[config.mk]
export PLATFORM = sky130hd
export DESIGN_NAME = negacyclic_poly_mult
export DESIGN_NICKNAME = d
export VERILOG_FILES = /design/src/rtl/fv_pkg.sv /design/src/rtl/negacyclic_poly_mult_addsub.sv /design/src/rtl/negacyclic_poly_mult.sv
export SDC_FILE = /design/constraint.sdc
export NUM_CORES = 1
export LEC_CHECK = 0
export ABC_AREA = 1
export CAP_MARGIN = 20
export CORE_MARGIN = 4
export CORE_UTILIZATION = 65
export DETAILED_ROUTE_END_ITERATION = 10
export PLACE_DENSITY = 0.95
export SYNTH_ARGS = -nofsm -noshare
export SYNTH_HDL_FRONTEND = slang
export SYNTH_HIERARCHICAL = 1
export SYNTH_SLANG_ARGS = --single-unit
[constraint.sdc]
create_clock -name clk -period 6.55 [get_ports clk]
set_input_delay 1.31 -clock clk [delete_from_list [all_inputs] [get_ports clk]]
set_output_delay 1.31 -clock clk [all_outputs]
set_load 0.05 [all_outputs]
[src/rtl/fv_pkg.sv]
// rtl/fv_pkg.sv - shared types, FSM encodings and small-operand decoding for the FV multiplier
package fv_pkg;

  localparam int QW_DEF = 5;
  typedef logic [QW_DEF-1:0] coeff_t;

  typedef logic [1:0] state_t;
  localparam state_t ST_LOAD    = 2'd0;
  localparam state_t ST_COMPUTE = 2'd1;
  localparam state_t ST_OUTPUT  = 2'd2;

  localparam logic [1:0] U_ZERO = 2'b00;
  localparam logic [1:0] U_POS  = 2'b01;
  localparam logic [1:0] U_NEG  = 2'b11;

  // Returns {is_neg, is_pos}; binary operands can never be negative.
  function automatic logic [1:0] decode_u(input logic [1:0] code, input int uw);
    logic [1:0] s;
    if (uw == 1) s = {1'b0, code[0]};
    else         s = {code == U_NEG, code == U_POS};
    return s;
  endfunction

endpackage

[src/rtl/negacyclic_poly_mult_addsub.sv]
// rtl/negacyclic_poly_mult_addsub.sv - combinational a +/- b mod Q for operands already in [0, Q)
module modq_addsub #(
  parameter int QW = 5,
  parameter int Q  = 31
) (
  input  logic [QW-1:0] a_i,
  input  logic [QW-1:0] b_i,
  input  logic          sub_i,
  output logic [QW-1:0] r_o
);

  logic [QW:0] sum;
  logic [QW:0] diff;

  // One conditional correction suffices because both operands are below Q.
  always_comb begin
    sum  = {1'b0, a_i} + {1'b0, b_i};
    diff = {1'b0, a_i} - {1'b0, b_i};
    if (sub_i) begin
      r_o = diff[QW] ? QW'(diff + (QW+1)'(Q)) : diff[QW-1:0];
    end else begin
      r_o = (sum >= (QW+1)'(Q)) ? QW'(sum - (QW+1)'(Q)) : sum[QW-1:0];
    end
  end

endmodule

[src/rtl/negacyclic_poly_mult.sv]
// rtl/negacyclic_poly_mult.sv - buffered schoolbook negacyclic multiply z = p*u mod (x^N+1) mod Q
module negacyclic_poly_mult
  import fv_pkg::*;
#(
  parameter int N  = 4,
  parameter int QW = 5,
  parameter int Q  = 31,
  parameter int UW = 1
) (
  input  logic          clk,
  input  logic          rst,
  input  logic          p_vld_i,
  input  logic          p_last_i,
  input  logic [QW-1:0] p_data_i,
  output logic          p_rdy_o,
  input  logic          u_vld_i,
  input  logic          u_last_i,
  input  logic [UW-1:0] u_data_i,
  output logic          u_rdy_o,
  output logic          z_vld_o,
  input  logic          z_rdy_i,
  output logic          z_last_o,
  output logic [QW-1:0] z_data_o,
  output logic          busy_o,
  output logic          err_len_o
);

  localparam int IW = (N > 1) ? $clog2(N) : 1;
  localparam logic [IW-1:0] IDX_LAST = IW'(N - 1);

  state_t                  state_q, state_d;
  logic [IW-1:0]           idx_q, idx_d;
  logic [N-1:0][QW-1:0]    pbuf_q, pbuf_d;
  logic [N-1:0][UW-1:0]    ubuf_q, ubuf_d;
  logic [N-1:0][QW-1:0]    acc_q, acc_d;
  logic                    zv_q, zv_d;
  logic                    zl_q, zl_d;
  logic [QW-1:0]           zd_q, zd_d;
  logic                    err_q, err_d;

  logic                    xfer;
  logic                    any_last;
  logic                    frame_end;
  logic                    len_bad;
  logic                    u_illegal;
  logic [QW-1:0]           p_red;
  logic [UW-1:0]           u_st;

  logic [N-1:0]            en_w;
  logic [N-1:0]            sub_w;
  logic [N-1:0][QW-1:0]    res_w;

  // Both streams move together so p_i and u_i always land at the same index.
  assign xfer      = ~rst & (state_q == ST_LOAD) & p_vld_i & u_vld_i;
  assign p_rdy_o   = xfer;
  assign u_rdy_o   = xfer;
  assign any_last  = p_last_i | u_last_i;
  assign frame_end = any_last | (idx_q == IDX_LAST);
  assign len_bad   = (any_last & (idx_q != IDX_LAST)) | (~any_last & (idx_q == IDX_LAST));
  assign u_illegal = (UW == 2) && (2'(u_data_i) == 2'b10);
  assign p_red     = (p_data_i >= QW'(Q)) ? QW'(p_data_i - QW'(Q)) : p_data_i;
  assign u_st      = u_illegal ? UW'(U_ZERO) : u_data_i;

  // Lane k accumulates p_i * u_(k-i mod N); wrapped terms pick up the x^N = -1 sign.
  for (genvar k = 0; k < N; k++) begin : g_lane
    logic [IW-1:0] j_w;
    logic [1:0]    sgn_w;
    logic          wrap_w;
    assign j_w      = IW'(k) - idx_q;
    assign sgn_w    = decode_u(2'(ubuf_q[j_w]), UW);
    assign wrap_w   = IW'(k) < idx_q;
    assign en_w[k]  = sgn_w[0] | sgn_w[1];
    assign sub_w[k] = wrap_w ? sgn_w[0] : sgn_w[1];
    modq_addsub #(.QW(QW), .Q(Q)) u_addsub (
      .a_i   (acc_q[k]),
      .b_i   (pbuf_q[idx_q]),
      .sub_i (sub_w[k]),
      .r_o   (res_w[k])
    );
  end

  // Next-state logic for the LOAD -> COMPUTE -> OUTPUT frame sequence.
  always_comb begin
    state_d = state_q;
    idx_d   = idx_q;
    pbuf_d  = pbuf_q;
    ubuf_d  = ubuf_q;
    acc_d   = acc_q;
    zv_d    = zv_q;
    zl_d    = zl_q;
    zd_d    = zd_q;
    err_d   = 1'b0;
    case (state_q)
      ST_LOAD: begin
        if (xfer) begin
          pbuf_d[idx_q] = p_red;
          ubuf_d[idx_q] = u_st;
          err_d = u_illegal | (p_last_i ^ u_last_i) | len_bad;
          if (frame_end) begin
            for (int k = 0; k < N; k++) begin
              if (IW'(k) > idx_q) begin
                pbuf_d[k] = '0;
                ubuf_d[k] = '0;
              end
            end
            acc_d   = '0;
            idx_d   = '0;
            state_d = ST_COMPUTE;
          end else begin
            idx_d = idx_q + IW'(1);
          end
        end
      end
      ST_COMPUTE: begin
        for (int k = 0; k < N; k++) begin
          if (en_w[k]) acc_d[k] = res_w[k];
        end
        if (idx_q == IDX_LAST) begin
          idx_d   = '0;
          state_d = ST_OUTPUT;
          zv_d    = 1'b1;
          zd_d    = acc_d[0];
          zl_d    = 1'b0;
        end else begin
          idx_d = idx_q + IW'(1);
        end
      end
      ST_OUTPUT: begin
        if (zv_q & z_rdy_i) begin
          if (idx_q == IDX_LAST) begin
            zv_d    = 1'b0;
            zl_d    = 1'b0;
            idx_d   = '0;
            state_d = ST_LOAD;
          end else begin
            idx_d = idx_q + IW'(1);
            zd_d  = acc_q[idx_q + IW'(1)];
            zl_d  = (idx_q + IW'(1)) == IDX_LAST;
          end
        end
      end
      default: begin
        state_d = ST_LOAD;
        idx_d   = '0;
        zv_d    = 1'b0;
        zl_d    = 1'b0;
      end
    endcase
  end

  // State registers; reset aborts any frame in flight.
  always_ff @(posedge clk or posedge rst) begin
    if (rst) begin
      state_q <= ST_LOAD;
      idx_q   <= '0;
      pbuf_q  <= '0;
      ubuf_q  <= '0;
      acc_q   <= '0;
      zv_q    <= 1'b0;
      zl_q    <= 1'b0;
      zd_q    <= '0;
      err_q   <= 1'b0;
    end else begin
      state_q <= state_d;
      idx_q   <= idx_d;
      pbuf_q  <= pbuf_d;
      ubuf_q  <= ubuf_d;
      acc_q   <= acc_d;
      zv_q    <= zv_d;
      zl_q    <= zl_d;
      zd_q    <= zd_d;
      err_q   <= err_d;
    end
  end

  assign z_vld_o   = zv_q;
  assign z_last_o  = zl_q;
  assign z_data_o  = zd_q;
  assign busy_o    = (state_q != ST_LOAD);
  assign err_len_o = err_q;

endmodule

## Word-level counts from Yosys, hierarchy flattened

Index checks and enable logic that the tools add are counted.

| operators by class | value |
|---|---|
| order comparisons | 20 |
| add/sub/neg operators | 22 |
| mux-type cells | 76 |
| reductions and logical operators | 15 |
| equal/unequal tests | 14 |
| bitwise operators | 14 |

Operators with widths:

| cell | number |
|---|---|
| two-way mux 5 bit | 27 |
| two-way mux 20 bit | 3 |
| case mux 20 bit (2 select lines) | 1 |
| subtractor 5 bit, second input constant | 5 |
| adder 5 x 5 -> 6 bit | 4 |
| >= comparator 6 x 5 -> 1 bit, second input constant | 4 |
| subtractor 5 x 5 -> 6 bit | 4 |
| adder 5 bit, second input constant | 4 |
| binary-select mux 5 bit (select 2 bit) | 2 |
| bitwise mux 20 bit | 1 |
| two-way mux 1 bit | 20 |
| inequality test 2 bit, second input constant | 10 |
| AND reduction 4 bit | 5 |
| < comparator 2 x 3 -> 1 bit, second input constant | 6 |
| two-way mux 2 bit | 9 |
| case mux 2 bit (3 select lines) | 2 |
| demux 5 bit (select 2 bit) | 1 |
| case mux 5 bit (2 select lines) | 1 |
| binary-select mux 1 bit (select 2 bit) | 4 |
| AND 1 bit | 6 |
| == test 2 bit, second input constant | 3 |
| case mux 1 bit (3 select lines) | 2 |
| AND reduction 3 bit | 2 |
| nonzero test 2 bit | 3 |
| other kinds (20) | 32 |

| word-level totals | value |
|---|---|
| flip-flop bits (word level) | 56 |
| input port bits | 13 |
| output and inout bits | 11 |

## Logic depth before layout (Yosys ltp)

Gate-level depths: netlist (run 1).

| logic depth | value |
|---|---|
| depth in word-level cells | 9 |
| gate-level depth with buffers | 24 |
| depth with buffers taken out | 21 |

## Hierarchy

The synthesis (run 1) kept the hierarchy.

Modules (own cells, without submodules):

| module | cells each | seq. area each (µm²) | area each (µm²) | instances |
|---|---|---|---|---|
| negacyclic_poly_mult | 452 | 1401.3 | 3234.4 | 1 |
| modq_addsub | 125 | 0.0 | 778.2 | 4 |

## Worst setup path after synthesis (run 1)

Ideal clock, no wire load.

| timing | value |
|---|---|
| path type | input to output |
| start | in rst |
| end | out u_rdy_o |
| data required time | 5240 ps |
| cell stages on the path | 4 |
| path buffers | 1 |
| data arrival time | 3359 ps |
| slack | 1881 ps |
| cells stage by stage | inv_1 > nand4_4 > inv_2 > buf_4 |

| between the ends | value |
|---|---|
| longest elaborated chain between the ends | 4 |

RTL lines:

| element | line | RTL |
|---|---|---|
| start: declaration | negacyclic_poly_mult.sv:11 | `input logic rst,` |
| inverter 1 bit | negacyclic_poly_mult.sv:54 | `assign xfer = ~rst & (state_q == ST_LOAD) & p_vld_i & u_vld_i;` |
| AND 1 bit (3 in a row) | negacyclic_poly_mult.sv:54 |  |
| end: declaration | negacyclic_poly_mult.sv:19 | `output logic u_rdy_o,` |

Every way passes these cells.

==> results of run 1 <==
-- how the worst max path moves through the flow --
| stage | from | endpoint |
|---|---|---|
| floorplan | rst | u_rdy_o |
| global placement | rst | u_rdy_o |
| detailed placement | idx_q[0] | acc_q[2] |
| CTS | idx_q[0] | acc_q[0] |
| global route | idx_q[0] | acc_q[0] |
| finish | idx_q[0] | acc_q[0] |
-- registers in the layout, indices dropped and copies added (netlist names), 2 cells and up --
name      cells
acc_q        20
ubuf_q        4
pbuf_q       20
idx_q         2
z_data_o      5
state_q       2
-- worst reg2reg max path, stage by stage, from the launching register on --
cell	delay, ps
dfrtp_1	730
inv_2	500
o21ai_0	130
o22ai_1	640
ha_1	410
inv_1	90
fa_1	470
inv_1	100
ha_1	170
inv_1	50
nor2_1	210
nand3_4	140
nand2_4	90
nand2_1	50
nand2_1	50
nand2_1	40
nand2_1	70
nand3_1	110
nand2_1	100
nand2_1	60
o21ai_1	110
-- cells by family (layout without fill, tap and decap cells) --
family / count (synthesis) / in the layout / share of synthesized area
buffers and inverters: 159 / 179 / 0.106
XOR/XNOR: 9 / 9 / 0.0124
AO/OA/AOI/OAI: 103 / 103 / 0.112
flip-flops: 56 / 56 / 0.221
adder cells (fa/ha/maj): 69 / 69 / 0.145
other: 1 / 6 / 0.000591
AND/OR/NAND/NOR: 555 / 555 / 0.403
-- stage by stage --
stage / cell area [um^2] / hold WS (ps) / total power (W) / instances
floorplan: 6370 / 444 / 0.000367 / 957
global placement: 6660 / 458 / 0.000380 / 1098
detailed placement: 6660 / 463 / 0.000381 / 1098
CTS: 6790 / 488 / 0.000614 / 1106
global route: 6790 / 527 / 0.000631 / 1106
finish: 6790 / 489 / 0.000617 / 1106
-- cell usage in the layout (no fill, tap or decap), types with 2 or more instances in the layout --
master	Yosys	routed
buf_4	2	4
a21oi_4	12	12
inv_4	4	4
fa_1	8	8
or2_1	4	4
inv_1	127	126
o22ai_1	5	5
nand4_1	8	8
clkbuf_8	0	6
dfrtp_1	56	56
o21ai_0	45	45
nand2_1	320	320
nand2_2	14	14
clkdlybuf4s50_1	0	23
conb_1	1	6
nand3_2	12	12
nor3_1	10	10
nand2_4	4	4
ha_1	61	61
nand3_4	4	4
o21ai_1	8	8
xor2_1	4	4
nand3b_1	8	8
a21oi_2	6	6
nor2_1	48	48
o211ai_1	3	3
or2_2	2	2
nand3b_2	4	4
nand3_1	114	114
xnor2_1	5	5
inv_2	13	14
a21oi_1	15	15
o21bai_1	8	8
-- layout make-up --
class / instances / area share
well taps: 129 / 0.0238
clock inverters: 2 / 0.00572
repair buffers: 27 / 0.0384
inverters: 144 / 0.0811
flip-flops and latches: 56 / 0.207
clock buffers: 6 / 0.0122
multi-input cells: 742 / 0.632
-- routing by layer --
layer	wire [um]	part of all wire	global-route usage	vias to the layer above
li1	-	-	-	3098
met1	6490	0.42	0.349	2936
met2	7770	0.50	0.494	253
met3	887	0.057	0.0385	51
met4	445	0.029	0.0986	0
met5	0	0	0	-
-- report_power, final --
group	internal (W)	leakage (nW)	switching [W]
combinational	0.0000107	2.97	0.0000175
sequential	0.000345	0.767	0
clock	0.000125	0.0614	0.000118
total	0.000481	3.80	0.000136
==> impl_metrics.py, run 1 <==
metrics = {
    "outcome": {
        "status": "finished, final reports clean",
    },
    "min_path": {
        "timing.hold.worst_endpoint": "pbuf_q[11]",
        "hold_path.startpoint": "pbuf_q[11]",
        "hold_critical_path_depth": 2,
        "min_path_type": "reg2reg",
    },
    "layout": {
        "drive_gt1_frac": 0.0921,
        "areaGrowthSynthToFinish_pct": 6.90,
        "post-route-util": 0.724,
        "diodes": 0,
        "multiInputGateArea_um2": 4290,
        "fin_nets": 1058,
        "fill_cell_total_of_the_finished_layout": 735,
        "regArea_um2": 1400,
    },
    "setup_path": {
        "critPathArrivalTime_ps": 4650,
        "worst-r2r-cell-count": 20,
        "worstSetupEndpointType": "flop",
        "worst_path_largest_cell_delay_ps": 730,
        "worstSetupPathDepth": 20,
        "timing.reg2reg.setup_slack_ps": 2140,
        "biggest_fanout_along_the_worst_timing_path": 29,
        "crit_required_ps": 6790,
        "start_kind": "flop",
        "critical-path-top-cell-by-count": "nand2_1",
        "reg2reg_from": "idx_q[0]",
        "critical-path-top-delay-family": "adder cells",
        "cpMaxStageDelayCell": "dfrtp_1",
        "reg2reg_to": "acc_q[0]",
        "critPathBufInv": 4,
        "critical_path.cell_chain": "inv_2, o21ai_0, o22ai_1, ha_1, inv_1, fa_1, inv_1, ha_1, inv_1, nor2_1, nand3_4, nand2_4, nand2_1, nand2_1, nand2_1, nand2_1, nand3_1, nand2_1, nand2_1, o21ai_1",
        "setup.worst_path.class": "reg2reg",
    },
    "floorplanning": {
        "die_area_um2": 11400,
        "core_area_um2": 9370,
        "start_util": 0.677,
        "fp.dieW_um": 107,
        "boundaryPins": 24,
        "row_count": 35,
        "die_height_um": 107,
    },
    "yosys": {
        "yosysWarningCount": 6,
        "synth.top_cells.by_count": "320 x nand2_1, 127 x inv_1, 114 x nand3_1, 61 x ha_1, 56 x dfrtp_1",
        "synth.top_cell.area_share": 0.221,
        "synth_area_leaders": "dfrtp_1 22%, nand2_1 19%, ha_1 12%",
        "yosys.cell_count.top_type": "nand2_1",
        "synth_cell_types": 37,
        "synthesis.area_um2": 6350,
        "postSynthRegisterBits": 56,
        "synth_seq_area_share": 0.221,
        "synth_top_flop_cell": "dfrtp_1",
        "postSynthCellCount": 952,
        "post-synth-top-area-cell": "dfrtp_1",
        "avgSynthCellArea_um2": 6.67,
        "synthArstFlopShare": 1.00,
        "synth_edf_count": 0,
    },
    "route": {
        "number_of_nets_still_failing_antenna_checks_after_routing": 0,
        "total_via_count_after_detailed_routing": 6338,
        "dr.pass1.iters": 7,
        "first_iter_violations": 482,
        "totalWireLength_um": 15600,
        "viasPerCell": 5.73,
        "drc_errors": 0,
        "routedWlPerCell_um": 14.1,
    },
    "grt": {
        "initial_antenna_violation_count": 0,
        "grt_max_degree": 57,
        "grt_first_pass_wirelength_um": 26600,
        "vias_in_the_first_global_route": 6033,
        "globalRouteTotalUtil": 0.280,
        "globalRouteOverflowTotal": 0,
    },
    "pwr": {
        "powerDensity_nw_per_um2": 91.0,
        "static-leakage-power_nw": 3.80,
        "vdd_drop_max_uv": 113,
    },
    "cts": {
        "cts_num_sinks": 56,
        "insertion_delay_ps": 320,
        "num_cts_buffers": 5,
        "clkSlewWorstSetupHoldPaths_ps": 100,
        "clock_tree.buffer_depth": 2,
        "cts_resized": 0,
        "cts_hold_buffers": 0,
        "clockRootBuffer": "clkbuf_8",
        "cts_tree": "done",
        "post-cts-setup-buffers": 0,
        "h-tree-depth": 2,
    },
    "sta": {
        "finalSetupViolations": 0,
        "final_min_period_over_clock_period": 0.673,
        "worstMarginPinSlew_ps": 914,
        "grt_setup_unrepaired": "false",
        "maxSlewViolCount": 0,
        "fin_ws_ps": 2140,
        "hold_violations": 0,
        "fmax_ghz": 0.227,
        "period_needed_ps": 4410,
        "setup_tns_ps": 0,
        "skew_final_ps": 8.91,
        "max_slew_margin": 0.391,
    },
    "placement": {
        "placement.setup.worst_slack_ps": 2280,
        "gpl.final_weighted_congestion": 0.936,
        "portBuffers": 23,
        "dp.final_hpwl_um": 11800,
    },
    "run": {
        "drv.max_cap_violation_count": 0,
    },
}
Note: power is estimated with default switching activity, not from simulation.
==> inputs of run 2 (changes only) <==
- CORE_UTILIZATION: 65 -> 63
- PLACE_DENSITY: 0.95 -> 0.93
- clock period: 6.55 -> 4.2 ns (I/O delays scaled with it)
==> run 2 against run 1 <==
Against the previous run: utilization shrank 2.8 points; highest routed layer unchanged; first-iteration DRC count grew 33%; critical path depth is the same; sequential cell count is the same; sequential power grew 56%; register-to-register slack lost 1500 ps; critical path type unchanged; routed wire length grew 0.24%; non-clock buffer count grew 4; combinational power grew 54%.
==> impl_metrics.py, run 2 (synthesis results as in run 1) <==
metrics = {
    "floorplanning": {
        "boundaryPins": 24,
        "die_height_um": 108,
        "core_area_um2": 9770,
        "row_count": 36,
        "fp.dieW_um": 108,
        "die_area_um2": 11700,
        "start_util": 0.649,
    },
    "sta": {
        "fmax_ghz": 0.282,
        "grt_setup_unrepaired": "false",
        "worst_hold_slack_ps": 493,
        "max_slew_margin": 0.407,
        "final_min_period_over_clock_period": 0.846,
        "period_needed_ps": 3550,
        "fin_ws_ps": 648,
        "skew_final_ps": 7.51,
        "finalSetupViolations": 0,
        "worstMarginPinSlew_ps": 880,
        "maxSlewViolCount": 0,
        "setup_tns_ps": 0,
        "hold_violations": 0,
    },
    "cts": {
        "clockRootBuffer": "clkbuf_8",
        "cts_tree": "done",
        "cts_resized": 0,
        "h-tree-depth": 2,
        "clkSlewWorstSetupHoldPaths_ps": 100,
        "cts_num_sinks": 56,
        "post-cts-setup-buffers": 0,
        "num_cts_buffers": 5,
        "cts_hold_buffers": 0,
        "insertion_delay_ps": 310,
        "clock_tree.buffer_depth": 2,
    },
    "min_path": {
        "min_path_type": "reg2reg",
        "timing.hold.worst_endpoint": "z_data_o[4]",
        "hold_critical_path_depth": 2,
        "hold_path.startpoint": "z_data_o[4]",
    },
    "placement": {
        "placement.setup.worst_slack_ps": 757,
        "portBuffers": 23,
        "dp.final_hpwl_um": 12100,
        "gpl.final_weighted_congestion": 0.946,
        "numPlacedInstances": 1106,
        "detailed_place.area_um2": 6700,
    },
    "route": {
        "number_of_nets_still_failing_antenna_checks_after_routing": 0,
        "dr.pass1.iters": 6,
        "totalWireLength_um": 15600,
        "total_via_count_after_detailed_routing": 6320,
        "drc_errors": 0,
        "first_iter_violations": 639,
        "viasPerCell": 5.67,
        "routedWlPerCell_um": 14.0,
    },
    "setup_path": {
        "reg2reg_from": "idx_q[1]",
        "cpMaxStageDelayCell": "dfrtp_1",
        "crit_required_ps": 4430,
        "setup.worst_path.class": "reg2reg",
        "biggest_fanout_along_the_worst_timing_path": 12,
        "worst-r2r-cell-count": 20,
        "start_kind": "flop",
        "reg2reg_to": "acc_q[2]",
        "worstSetupEndpointType": "flop",
        "critical-path-top-cell-by-count": "nand2_1",
        "worst_path_largest_cell_delay_ps": 530,
        "critPathArrivalTime_ps": 3780,
        "critical_path.cell_chain": "inv_1, o21ai_0, o22ai_1, ha_1, inv_1, fa_1, inv_1, ha_1, inv_1, nor2_1, nand3_4, nand2_4, nand2_1, nand2_1, nand2_1, nand2_1, nand3_1, nand2_1, nand2_1, o21ai_0",
        "timing.reg2reg.setup_slack_ps": 650,
    },
    "layout": {
        "areaGrowthSynthToFinish_pct": 7.23,
        "diodes": 0,
        "layout_commonest_cell": "nand2_1",
        "layout.cells.most_common_list": "320 x nand2_1, 126 x inv_1, 114 x nand3_1",
        "finalInstanceArea_um2": 6810,
        "drive_gt1_frac": 0.0948,
        "fin_nets": 1062,
        "post_layout_nonfiller_instances": 1114,
    },
    "grt": {
        "grt_first_pass_wirelength_um": 26700,
        "globalRouteTotalUtil": 0.276,
        "grt_max_degree": 57,
        "globalRouteOverflowTotal": 0,
        "initial_antenna_violation_count": 0,
        "vias_in_the_first_global_route": 5921,
    },
    "pwr": {
        "vdd_drop_max_uv": 222,
        "static-leakage-power_nw": 3.82,
        "powerDensity_nw_per_um2": 137,
    },
    "run": {
        "drv.max_cap_violation_count": 0,
    },
    "outcome": {
        "status": "finished, final reports clean",
    },
}
==> run 2: worst max path at each step <==
stage / slack [ps] / cells past startpoint / startpoint / end
CTS: 720 / 20 / idx_q[1] / acc_q[2]
global placement: 900 / 4 / u_vld_i / u_rdy_o
floorplan: 470 / 4 / rst / u_rdy_o
finish: 650 / 20 / idx_q[1] / acc_q[2]
detailed placement: 760 / 20 / idx_q[1] / acc_q[2]
global route: 290 / 20 / idx_q[1] / acc_q[2]
==> run 2: cell type report <==
class	count	area, um^2
clock buffers	6	72.6
clock inverters	2	35.0
fillers	791	2970
inverters	144	551
multi-input cells	742	4290
flip-flops and latches	56	1400
well taps	133	166
repair buffers	31	290
==> run 2: layer usage <==
layer	vias to the layer above	global-route usage	routed length (um)
met4	0	0.0866	465
li1	3108	-	-
met3	51	0.0418	992
met1	2905	0.352	6610
met5	-	0	0
met2	256	0.480	7570
==> run 2: where the power goes <==
group          internal, W  switching (W)  leakage, nW
sequential        0.000539              0        0.767
combinational    0.0000166      0.0000271         3.00
clock             0.000177       0.000173       0.0552
total             0.000733       0.000200         3.82
==> run 2: through the flow <==
step,total power (W),utilization
floorplan,0.000572,-
global placement,0.000592,0.685
detailed placement,0.000593,0.685
CTS,0.000931,0.696
global route,0.000964,0.696
finish,0.000933,0.696
==> run 2: worst max-delay path, delay by kind of cell (launching register included) <==
kind                     cells  cell delay [ps]
flip-flops                   1              530
AND/OR/NAND/NOR             10              940
buffers and inverters        4              500
adder cells (fa/ha/maj)      3              980
AO/OA/AOI/OAI                3              480
==> inputs of run 3 (changes only) <==
- CORE_UTILIZATION: 63 -> 57
- PLACE_DENSITY: 0.93 -> 0.89
- clock period: 4.2 -> 3 ns (I/O delays scaled with it)
==> run 3 against run 2 <==
Against the previous run: the flow now finishes with violations (setup timing); sequential share of layout area shrank 2.5 points; routed wire length rose by 20%; largest cell class unchanged; largest power group unchanged; utilization is 1.6 points higher; maximum frequency is 14% higher; via count grew 7.2%; first-iteration DRC count increased by 14%; register-to-register slack got worse by 760 ps; setup slack got worse by 760 ps; cell area rose by 14%; non-clock buffer count grew 66; final cell count rose by 6.6%; critical path type unchanged.
==> impl_metrics.py, run 3 (synthesis results as in run 1) <==
metrics = {
    "outcome": {
        "status": "finished with violations",
        "failing_checks": "setup timing",
    },
    "grt": {
        "globalRouteTotalUtil": 0.253,
        "grt_max_degree": 57,
        "global_route.usage.met2": 0.443,
        "vias_in_the_first_global_route": 5985,
        "grt_first_pass_wirelength_um": 27400,
        "grt_busiest_layer": "met2",
        "global_route.usage.met3": 0.0260,
        "grt.met1_usage": 0.329,
        "globalRouteOverflowTotal": 0,
        "initial_antenna_violation_count": 0,
    },
    "floorplanning": {
        "start_util": 0.583,
        "die_height_um": 114,
        "fp.dieW_um": 114,
        "boundaryPins": 24,
        "core_area_um2": 10900,
        "die_area_um2": 12900,
        "row_count": 38,
    },
    "route": {
        "viasPerCell": 5.71,
        "routedWlPerCell_um": 15.8,
        "totalWireLength_um": 18800,
        "drc_errors": 0,
        "first_iter_violations": 726,
        "total_via_count_after_detailed_routing": 6778,
        "dr.pass1.iters": 5,
        "number_of_nets_still_failing_antenna_checks_after_routing": 0,
    },
    "min_path": {
        "min_path_type": "reg2reg",
    },
    "sta": {
        "skew_final_ps": 16.1,
        "fmax_ghz": 0.322,
        "maxSlewViolCount": 0,
        "final_min_period_over_clock_period": 1.04,
        "grt_setup_unrepaired": "true",
        "hold_violations": 0,
        "finalSetupViolations": 16,
        "fin_ws_ps": -109,
        "period_needed_ps": 3110,
        "worstMarginPinSlew_ps": 777,
        "worst_hold_slack_ps": 493,
        "max_slew_margin": 0.476,
    },
    "setup_path": {
        "start_kind": "flop",
        "critPathArrivalTime_ps": 3380,
        "biggest_fanout_along_the_worst_timing_path": 8,
        "setup.worst_path.class": "reg2reg",
        "worstSetupEndpointType": "flop",
        "crit_required_ps": 3270,
    },
    "placement": {
        "portBuffers": 23,
        "gpl.final_weighted_congestion": 0.903,
        "dp.final_hpwl_um": 12500,
    },
    "layout": {
        "diodes": 0,
        "drive_gt1_frac": 0.217,
        "layout.cells.most_common_list": "312 x nand2_1, 113 x inv_1, 110 x nand3_1",
        "areaGrowthSynthToFinish_pct": 22.1,
        "fin_nets": 1128,
        "post-route-util": 0.712,
        "layout_commonest_cell": "nand2_1",
        "fill_cell_total_of_the_finished_layout": 747,
    },
    "cts": {
        "cts_tree": "done",
        "insertion_delay_ps": 330,
        "num_cts_buffers": 5,
        "clkSlewWorstSetupHoldPaths_ps": 110,
        "cts_num_sinks": 56,
        "clockRootBuffer": "clkbuf_8",
        "cts_hold_buffers": 0,
        "h-tree-depth": 2,
        "clock_tree.buffer_depth": 2,
    },
    "run": {
        "drv.max_cap_violation_count": 0,
    },
    "pwr": {
        "vdd_drop_max_uv": 289,
        "static-leakage-power_nw": 4.17,
        "totalPowerFinal_w": 0.00136,
        "powerDensity_nw_per_um2": 175,
    },
}
run 3: cell count changes in the layout (fill, tap and decap cells not counted), moves of 7 or more:
cell | before | now
nor2_4 | 1 | 8
o21ai_0 | 45 | 37
ha_1 | 61 | 42
inv_1 | 126 | 113
ha_2 | 0 | 8
nand2_1 | 320 | 312
buf_4 | 8 | 69
ha_4 | 0 | 11
nand2_2 | 14 | 22
nor2_1 | 48 | 39
run 3: stage by stage:
step           setup slack, ps  setup TNS, ps  cell area (um^2)  std cells
5_1_grt                   -207          -3530              7750       1187
3_3_place_gp             -46.5          -71.8              7010       1146
2_1_floorplan            -5.18          -18.4              6440        957
4_1_cts                  -11.1          -11.1              7180       1159
3_5_place_dp             -88.9           -894              7010       1146
6_report                  -109           -782              7750       1187
run 3: worst paths after layout:
| path | start | endpoint | slack [ps] | depth (start not counted) |
|---|---|---|---|---|
| worst max-delay path | idx_q[0] | acc_q[13] | -110 | 18 |
| worst min-delay path | z_data_o[2] | z_data_o[2] | 490 | 2 |
| worst max register to register | idx_q[0] | acc_q[13] | -110 | 18 |
| worst min register to register | z_data_o[2] | z_data_o[2] | 490 | 2 |
| max in group asynchronous | rst | idx_q[0] | 1520 | 3 |
| min in group asynchronous | rst | pbuf_q[4] | 930 | 3 |
run 3: critical path: stages, from the launching register on:
cell      delay, ps
dfrtp_2         450
buf_12          150
o21ai_0         410
o22ai_4         230
buf_6           170
inv_2            60
fa_1            450
inv_2           110
buf_4           110
buf_4            90
nand4_1         100
nand3b_1        170
nand2_1         100
nand2_1          70
nand2_1          90
nand2_1          60
nand2_1          70
nand3_1          70
nand2_1          80
run 3: final cells by class:
type	instances	area, um^2	share of cell area
Clock buffer	5	68.8	0.00888
Tap cell	140	175	0.0226
Clock inverter	3	46.3	0.00597
Sequential cell	56	1400	0.181
Multi-Input combinational cell	742	4620	0.596
Timing Repair Buffer	97	860	0.111
Inverter	144	579	0.0747
run 3: per-layer routing:
layer  wire, um  up-vias
met5          0        -
met2       9250      315
met3       1130       92
met1       7550     3139
li1           -     3232
met4        840        0
run 3: timing repair:
item / CTS / global route
resized for setup: 10 / 82
pin swaps: 7 / 34
gates cloned: 0 / 1
setup buffers: 5 / 27
setup endpoints to repair: 25 / 25
run 3: power by group:
part           internal [W]  leakage [nW]   total, W  switching, W
Clock              0.000252        0.0548   0.000539      0.000287
Sequential         0.000754         0.764   0.000754             0
Combinational     0.0000237          3.35  0.0000664     0.0000428
